==> config.mk <==
export PLATFORM = sky130hd
export DESIGN_NAME = led_bank_arbiter
export DESIGN_NICKNAME = d
export VERILOG_FILES = /design/src/rtl/led_pkg.sv /design/src/rtl/rr_pick.sv /design/src/rtl/led_bank_arbiter.sv
export SDC_FILE = /design/constraint.sdc
export NUM_CORES = 1
export LEC_CHECK = 0
export CORE_UTILIZATION = 30
export CTS_BUF_LIST = sky130_fd_sc_hd__clkbuf_2
export DETAILED_ROUTE_END_ITERATION = 7
export GPL_TIMING_DRIVEN = 0
export PLACE_DENSITY = 0.59
export SYNTH_ARGS = -nofsm -noshare
export SYNTH_HDL_FRONTEND = slang
export SYNTH_SLANG_ARGS = --single-unit
==> constraint.sdc <==
create_clock -name clk -period 3.7 [get_ports clk]
set_input_delay 0.74 -clock clk [delete_from_list [all_inputs] [get_ports clk]]
set_output_delay 0.74 -clock clk [all_outputs]
set_load 0.02 [all_outputs]
==> src/rtl/led_pkg.sv <==
// Shared types and helpers for the LED bank arbiter and its sibling arbiters.
package led_pkg;

    // Width of the board LED bank.
    localparam int LED_BITS = 5;

    // Widest requester vector any arbiter built on this package supports.
    localparam int MAX_NREQ = 8;

    // Arbiter FSM states; 2'b11 is unused and recovers to IDLE.
    typedef enum logic [1:0] {
        IDLE  = 2'b00,
        GRANT = 2'b01,
        GUARD = 2'b10
    } state_t;

    // One-hot vector with bit `index` set; callers slice down to their NREQ.
    function automatic logic [MAX_NREQ-1:0] onehot(input int unsigned index);
        onehot = MAX_NREQ'(1) << index;
    endfunction

endpackage

==> src/rtl/rr_pick.sv <==
// Combinational round-robin picker: the first requester after `last`, with wrap.
module rr_pick #(
    parameter  int NREQ = 3,
    localparam int IDXW = $clog2(NREQ)
) (
    input  logic [NREQ-1:0] req,
    input  logic [IDXW-1:0] last,
    output logic [IDXW-1:0] winner,
    output logic            any_req
);

    int idx;

    // Scan (last+1) mod NREQ upward; the first hit wins, so `last` ranks lowest.
    // NOTE: every output of a combinational block gets a default before any
    // conditional assignment, otherwise the tool infers a latch to hold it.
    always_comb begin
        winner  = '0;
        any_req = 1'b0;
        idx     = 0;
        for (int k = 1; k <= NREQ; k++) begin
            idx = (int'(last) + k) % NREQ;
            if (!any_req && req[IDXW'(idx)]) begin
                any_req = 1'b1;
                winner  = IDXW'(idx);
            end
        end
    end

endmodule

==> src/rtl/led_bank_arbiter.sv <==
// Round-robin owner of the board LED bank, with a bounded hold period per
// grant and a blank guard gap between successive owners. All outputs are
// registered so nothing combinational reaches the pins from req/pat.
module led_bank_arbiter
    import led_pkg::*;
#(
    parameter int NREQ      = 3,
    parameter int LOG2HOLD  = 21,
    parameter int GUARD_CYC = 4
) (
    input  logic                     clk,
    input  logic                     rst,
    input  logic [NREQ-1:0]          req,
    input  logic [LED_BITS*NREQ-1:0] pat,
    output logic [LED_BITS-1:0]      led,
    output logic [NREQ-1:0]          gnt,
    output logic                     busy
);

    localparam int IDXW = $clog2(NREQ);
    localparam int GW   = $clog2(GUARD_CYC + 1);

    state_t              state, state_nxt;
    logic [LOG2HOLD-1:0] hold_cnt, hold_nxt;
    logic [GW-1:0]       guard_cnt, guard_nxt;

    // `last` is the most recent winner; while in GRANT it is also the owner.
    logic [IDXW-1:0]     last, last_nxt;

    logic [LED_BITS-1:0] led_nxt;
    logic [NREQ-1:0]     gnt_nxt;
    logic                busy_nxt;

    logic [IDXW-1:0]     winner;
    logic                any_req;
    logic [MAX_NREQ-1:0] win_oh, own_oh;
    logic [NREQ-1:0]     others;
    logic                hold_max;
    logic                guard_done;

    logic [LED_BITS-1:0] pat_arr [NREQ];

    // Unpack the flat pattern bus so a source can be selected by index.
    for (genvar i = 0; i < NREQ; i++) begin : g_pat
        assign pat_arr[i] = pat[LED_BITS*i +: LED_BITS];
    end

    rr_pick #(
        .NREQ (NREQ)
    ) u_pick (
        .req     (req),
        .last    (last),
        .winner  (winner),
        .any_req (any_req)
    );

    assign win_oh     = onehot(int'(winner));
    assign own_oh     = onehot(int'(last));
    assign others     = req & ~own_oh[NREQ-1:0];
    assign hold_max   = &hold_cnt;
    assign guard_done = (guard_cnt == GW'(GUARD_CYC - 1));

    // Next-state, counter and output-register values; LEDs and grant are blank
    // unless a cycle of ownership is being entered or continued.
    always_comb begin
        state_nxt = state;
        hold_nxt  = hold_cnt;
        guard_nxt = guard_cnt;
        last_nxt  = last;
        led_nxt   = '0;
        gnt_nxt   = '0;

        case (state)
            IDLE: begin
                if (any_req) begin
                    state_nxt = GRANT;
                    gnt_nxt   = win_oh[NREQ-1:0];
                    led_nxt   = pat_arr[winner];
                    hold_nxt  = '0;
                    last_nxt  = winner;
                end
            end

            GRANT: begin
                // Release and preemption share one exit, so a coincident
                // release at hold expiry still enters GUARD exactly once.
                if (!req[last] || (hold_max && (|others))) begin
                    state_nxt = GUARD;
                    guard_nxt = '0;
                end else begin
                    // At expiry with no competitor the counter simply wraps.
                    gnt_nxt  = own_oh[NREQ-1:0];
                    led_nxt  = pat_arr[last];
                    hold_nxt = hold_cnt + LOG2HOLD'(1);
                end
            end

            GUARD: begin
                // req is deliberately ignored; arbitration resumes from IDLE.
                if (guard_done) begin
                    state_nxt = IDLE;
                end else begin
                    guard_nxt = guard_cnt + GW'(1);
                end
            end

            default: begin
                state_nxt = IDLE;
            end
        endcase

        busy_nxt = (state_nxt != IDLE);
    end

    // State, counters and registered outputs; reset makes requester 0 first.
    // NOTE: sequential state uses non-blocking assignments so every register
    // samples pre-edge values, independent of statement order.
    // NOTE: every register here is control state and gets an explicit reset
    // value; there is no storage array that could be left unreset.
    always_ff @(posedge clk or posedge rst) begin
        if (rst) begin
            state     <= IDLE;
            hold_cnt  <= '0;
            guard_cnt <= '0;
            last      <= IDXW'(NREQ - 1);
            led       <= '0;
            gnt       <= '0;
            busy      <= 1'b0;
        end else begin
            state     <= state_nxt;
            hold_cnt  <= hold_nxt;
            guard_cnt <= guard_nxt;
            last      <= last_nxt;
            led       <= led_nxt;
            gnt       <= gnt_nxt;
            busy      <= busy_nxt;
        end
    end

endmodule

; ---- Word-level counts from Yosys, hierarchy flattened
; Cells that the tools add are included.
; W data, S select, Z words.
[totals]
ff_bits = 37
inputBits = 20
output_inout_bits = 9
elab_cells = 89
[op_classes]
addsub = 5
div = 3
n_lt_le_gt_ge = 6
eq_ne = 7
shifts = 2
muxes = 39
n_bitwise = 4
n_reduce_logical = 16
[ops]
columns = cell, n
row1 = $mod A32 B3 Y32 const B, 3
row2 = $mux W21, 2
row3 = $pmux W21 S2, 1
row4 = $mux W5, 6
row5 = $add A21 B1 Y21 const B, 1
row6 = $reduce_and A21 Y1, 1
row7 = $bmux W5 S2, 2
row8 = $lt A2 B4 Y1 const B, 3
row9 = $mux W2, 6
row10 = $mux W3, 4
row11 = $pmux W3 S2, 2
row12 = $mux W1, 10
row13 = $pmux W5 S2, 1
row14 = $bmux W1 S2, 4
row15 = $ne A2 B2 Y1 const B, 4
row16 = $add A2 B2 Y3 const B, 2
row17 = $ge A3 B3 Y1 const B, 2
row18 = $not A2 Y3, 2
row19 = $pmux W2 S3, 1
row20 = $reduce_and A3 Y1, 2
row21 = $reduce_bool A2 Y1, 3
row22 = $shl A1 B2 Y3 const A, 2
row23 = $add A2 B1 Y3 const B, 1
row24 = $add A3 B1 Y3 const B, 1
row25 = other kinds (12), 16

; ---- Longest topological paths before layout
[logic_depth]
word_depth = 18
depth_mapped = 10
depth_no_buf = 8

; ---- Hierarchy
; From an unflattened synthesis, not the netlist that was laid out.
[unflattened]
cells_unflattened = 261
area_unflattened_um2 = 2309.7
[modules_own_cells]
columns = module, instances, cells_per_inst, area_each_um2, seq_area_each_um2
row1 = led_bank_arbiter, 1, 241, 2178.3, 927.1
row2 = rr_pick, 1, 20, 131.4, 0.0

; ---- Worst setup path before layout
; No wires, ideal clock.
[synth_path]
kind = flip-flop to flip-flop
start = register last[1]
end = register led[0]
setup_ps = 138
arrival_time_ps = 2635
required_time_ps = 3562
path_slack_ps = 927
stages_incl_launch_ff = 10
synth_period_minus_slack_ps = 2773
cell_sequence = dfstp_2 -> buf_2 -> inv_1 -> ha_1 -> buf_6 -> or4b_2 -> o211a_1 -> o32ai_4 -> mux2i_1 -> o221ai_1
[synth_between]
elab_chain_cells = 18
[synth_lines]
columns = element, line
row1 = from (decl), led_bank_arbiter.sv:28  ; logic [IDXW-1:0] last, last_nxt;
row2 = from (signal assigned), led_bank_arbiter.sv:125  ; last <= IDXW'(NREQ - 1);
row3 = from (signal assigned), led_bank_arbiter.sv:133  ; last <= last_nxt;
row4 = $add A2 B1 Y3, rr_pick.sv:22  ; idx = (int'(last) + k) % NREQ;
row5 = $mod A32 B3 Y32, rr_pick.sv:22
row6 = $bmux W1 S2, rr_pick.sv:23  ; if (!any_req && req[IDXW'(idx)]) begin
row7 = $mux W1 (not written as such) (2 in a row), rr_pick.sv:23
row8 = $mux W1, rr_pick.sv:23
row9 = $logic_not A1 Y1, rr_pick.sv:23
row10 = $logic_and A1 B1 Y1, rr_pick.sv:23
row11 = $mux W1, rr_pick.sv:23
row12 = $logic_not A1 Y1, rr_pick.sv:23
row13 = $logic_and A1 B1 Y1, rr_pick.sv:23
row14 = $mux W2, rr_pick.sv:23
row15 = $not A2 Y3 (not written as such), led_bank_arbiter.sv:78  ; led_nxt = pat_arr[winner];
row16 = $bmux W5 S2, led_bank_arbiter.sv:78
row17 = $mux W5 (not written as such) (2 in a row), led_bank_arbiter.sv:78
row18 = $mux W5, led_bank_arbiter.sv:75  ; if (any_req) begin
row19 = $pmux W5 S2 (*), led_bank_arbiter.sv:73  ; case (state)
row20 = named net led_nxt[0], led_bank_arbiter.sv:30  ; logic [LED_BITS-1:0] led_nxt;
row21 = to (signal assigned), led_bank_arbiter.sv:134  ; led <= led_nxt;
row22 = to (decl), led_bank_arbiter.sv:15  ; output logic [LED_BITS-1:0] led,
; The timed path passes the listed nets; every way through them passes the cells marked *. The select of a mux whose other input is x is not followed.
; A chain may end at the register's enable or synchronous reset.

; ---- Worst setup path in the final report
[layout_path]
start = register last[0]
end = register led[4]
; Same word-level chain as after synthesis.

==> flow_summary.yaml <==
clock_network:
  clkTransAtPathRegs_ns: 0.23
  cts-resized-gates: 0
  cts.path.max_buffers: 2
  cts_buffers: 5
  htreeDepth: 2
  cts_root_buf: "clkbuf_2"
  postCtsSetupBuffers: 0
  clk_latency_ns: 0.40
  cts_sinks: 37
  cts_tree: "yes"
  hold_buffers: 0
sta:
  fmax_mhz: 309
  skew_ns: 0.0201
  tightest_slew_ns: 0.808
  rsz0062_at_grt: "false"
  setup-tns-final_ns: 0
  setup_ws_ns: 0.466
  maxSlewViolCount: 0
  finalHoldViolations: 0
  min_period_ns: 3.23
  min_period_over_period_pct: 87.4
  max_slew_margin_pct: 46.0
  finalSetupViolations: 0
logic_synthesis:
  syn_inst: 255
  yosysWarnings: 0
  synth_flop_cell: "dfrtp_1"
  ys_async_sr_fraction_pct: 100
  avgSynthCellArea_um2: 9.49
  ys_seq_area_share_pct: 38.3
  syn_area_um2: 2420
  synth_nets: 283
  ys_ff_latch: 37
  synth_edf_count: 0
  synthDistinctLibCells: 55
placement:
  io_buffers: 27
  place_hpwl_um: 4140
  dp_slack_ns: 0.508
  place_congestion: 0.789
grt:
  grt_pass1_wl_um: 9950
  overflow: 0
  grt_pass1_vias: 2114
  grt_max_degree: 38
  grtUsageTotal_pct: 14.7
  antenna_found_initial: 0
worst_setup_path:
  crit_type: "reg2reg"
  crit_fanout: 10
  ff2ff_path_depth: 9
  cp-end-kind: "register"
  required_ns: 4.03
  startpoint_type: "register"
  cp.arrival_ns: 3.56
floorplanning:
  ios: 29
  start_util_pct: 31.2
  die_w_um: 91.8
  die_h_um: 91.8
  core_region_area_um2: 7770
  die_area_um2: 8430
  row_count: 32
pwr:
  p_leak_nw: 1.18
  ir_worst_vdd_uv: 284
  cellPowerDensity_nw_per_um2: 718
cells_and_area:
  drive_gt1_share_pct: 11.7
  final_cell_mix: "dfrtp_1, clkdlybuf4s50_1, nand2_1, mux2i_1, inv_1"
  multi_input_area_um2: 1350
  final-seq-area_um2: 927
  area_growth_pct: 20.3
  fillers: 788
  final_common_cell: "dfrtp_1"
  antenna_cells: 0
  nets: 317
routing:
  vias: 2046
  viasPerCell: 5.22
  detail-route-antenna-nets: 0
  post_drt_wl_per_cell_um: 14.6
  drcViolationCount: 0
  first_iter_violations: 155
  drt_pre_antenna_iters: 4
  routed_wl_um: 5710
hold_path:
  holdPathStages: 1
  hp-class: "reg2reg"
flow_run:
  drv_cap: 0
status:
  status: "finished clean"
## area by class of cell
cell class | count | area share, %
timing repair buffer | 27 | 9.28
multi-input combinational | 186 | 46.4
clock inverter | 3 | 2.36
tap | 102 | 4.38
buffer | 15 | 2.71
inverter | 17 | 2.19
sequential | 37 | 31.8
clock buffer | 5 | 0.859
## final timing paths
kind	slack, ns	end	from
max in group asynchronous	2.41	hold_cnt[7]	rst
min in group asynchronous	0.77	guard_cnt[0]	rst
worst min-delay path	0.51	hold_cnt[17]	hold_cnt[17]
worst max-delay path	0.47	led[4]	last[0]
worst min register to register	0.51	hold_cnt[17]	hold_cnt[17]
worst max register to register	0.47	led[4]	last[0]
## synth_stat cells (all sizes together) (7+ instances only)
cell | count | area share [%]
o31ai | 10 | 3.3
dfrtp | 36 | 37
nand3 | 17 | 3.9
buf | 10 | 2.5
ha | 8 | 4.1
inv | 17 | 2.6
or4 | 7 | 2.2
or3 | 7 | 1.8
o21ai | 14 | 2.9
a21oi | 15 | 3.3
nand2 | 17 | 2.6
mux2i | 17 | 7.0
nor2b | 8 | 2.1
## stage by stage
stage / total power [mW] / instance area [um^2] / util, % / hold WS [ns] / std cells
4_1_cts: 2.11 / 2910 / 37.5 / 0.516 / 392
3_3_place_gp: 1.75 / 2820 / 36.3 / 0.470 / 384
5_1_grt: 2.24 / 2910 / 37.5 / 0.534 / 392
2_1_floorplan: 1.43 / 2420 / - / 0.455 / 255
3_5_place_dp: 1.77 / 2820 / 36.3 / 0.491 / 384
6_report: 2.09 / 2910 / 37.5 / 0.514 / 392
## where the power goes
group          total, mW  internal, mW  switching, mW
Sequential         0.538         0.496         0.0426
Combinational       1.21         0.486          0.727
Clock              0.339         0.184          0.155
Total               2.09          1.17          0.924
## sequential cells by signal, summed over array words and instances, names as in the netlist
register / count
busy: 1
gnt: 3
guard_cnt: 3
hold_cnt: 21
last: 2
led: 5
state: 2
## worst max-delay path, stage by stage (launching register included)
cell and delay (ns):
dfrtp_1 0.42, clkbuf_1 0.39, inv_1 0.17, ha_1 0.33, buf_6 0.14, or4b_2 0.62, o211a_1 0.17, o32ai_4 0.35
nand3_2 0.28, o221ai_1 0.28
## logic make-up after synthesis
logic type      after synthesis  share of synthesized area (%)
compound gates               64                           20.4
buf+inv                      32                           5.89
flops                        37                           38.3
mux                          20                           8.58
simple gates                 94                           22.7
fa+ha+maj                     8                           4.13
## per-layer routing
metal,track usage [%],vias to the layer above,wire [um]
met5,0,-,0
met4,4.04,0,55
met3,3.57,6,222
met2,25.2,40,2750
met1,18.3,981,2680
li1,-,1019,-
Power figures use the tool's default switching activity.
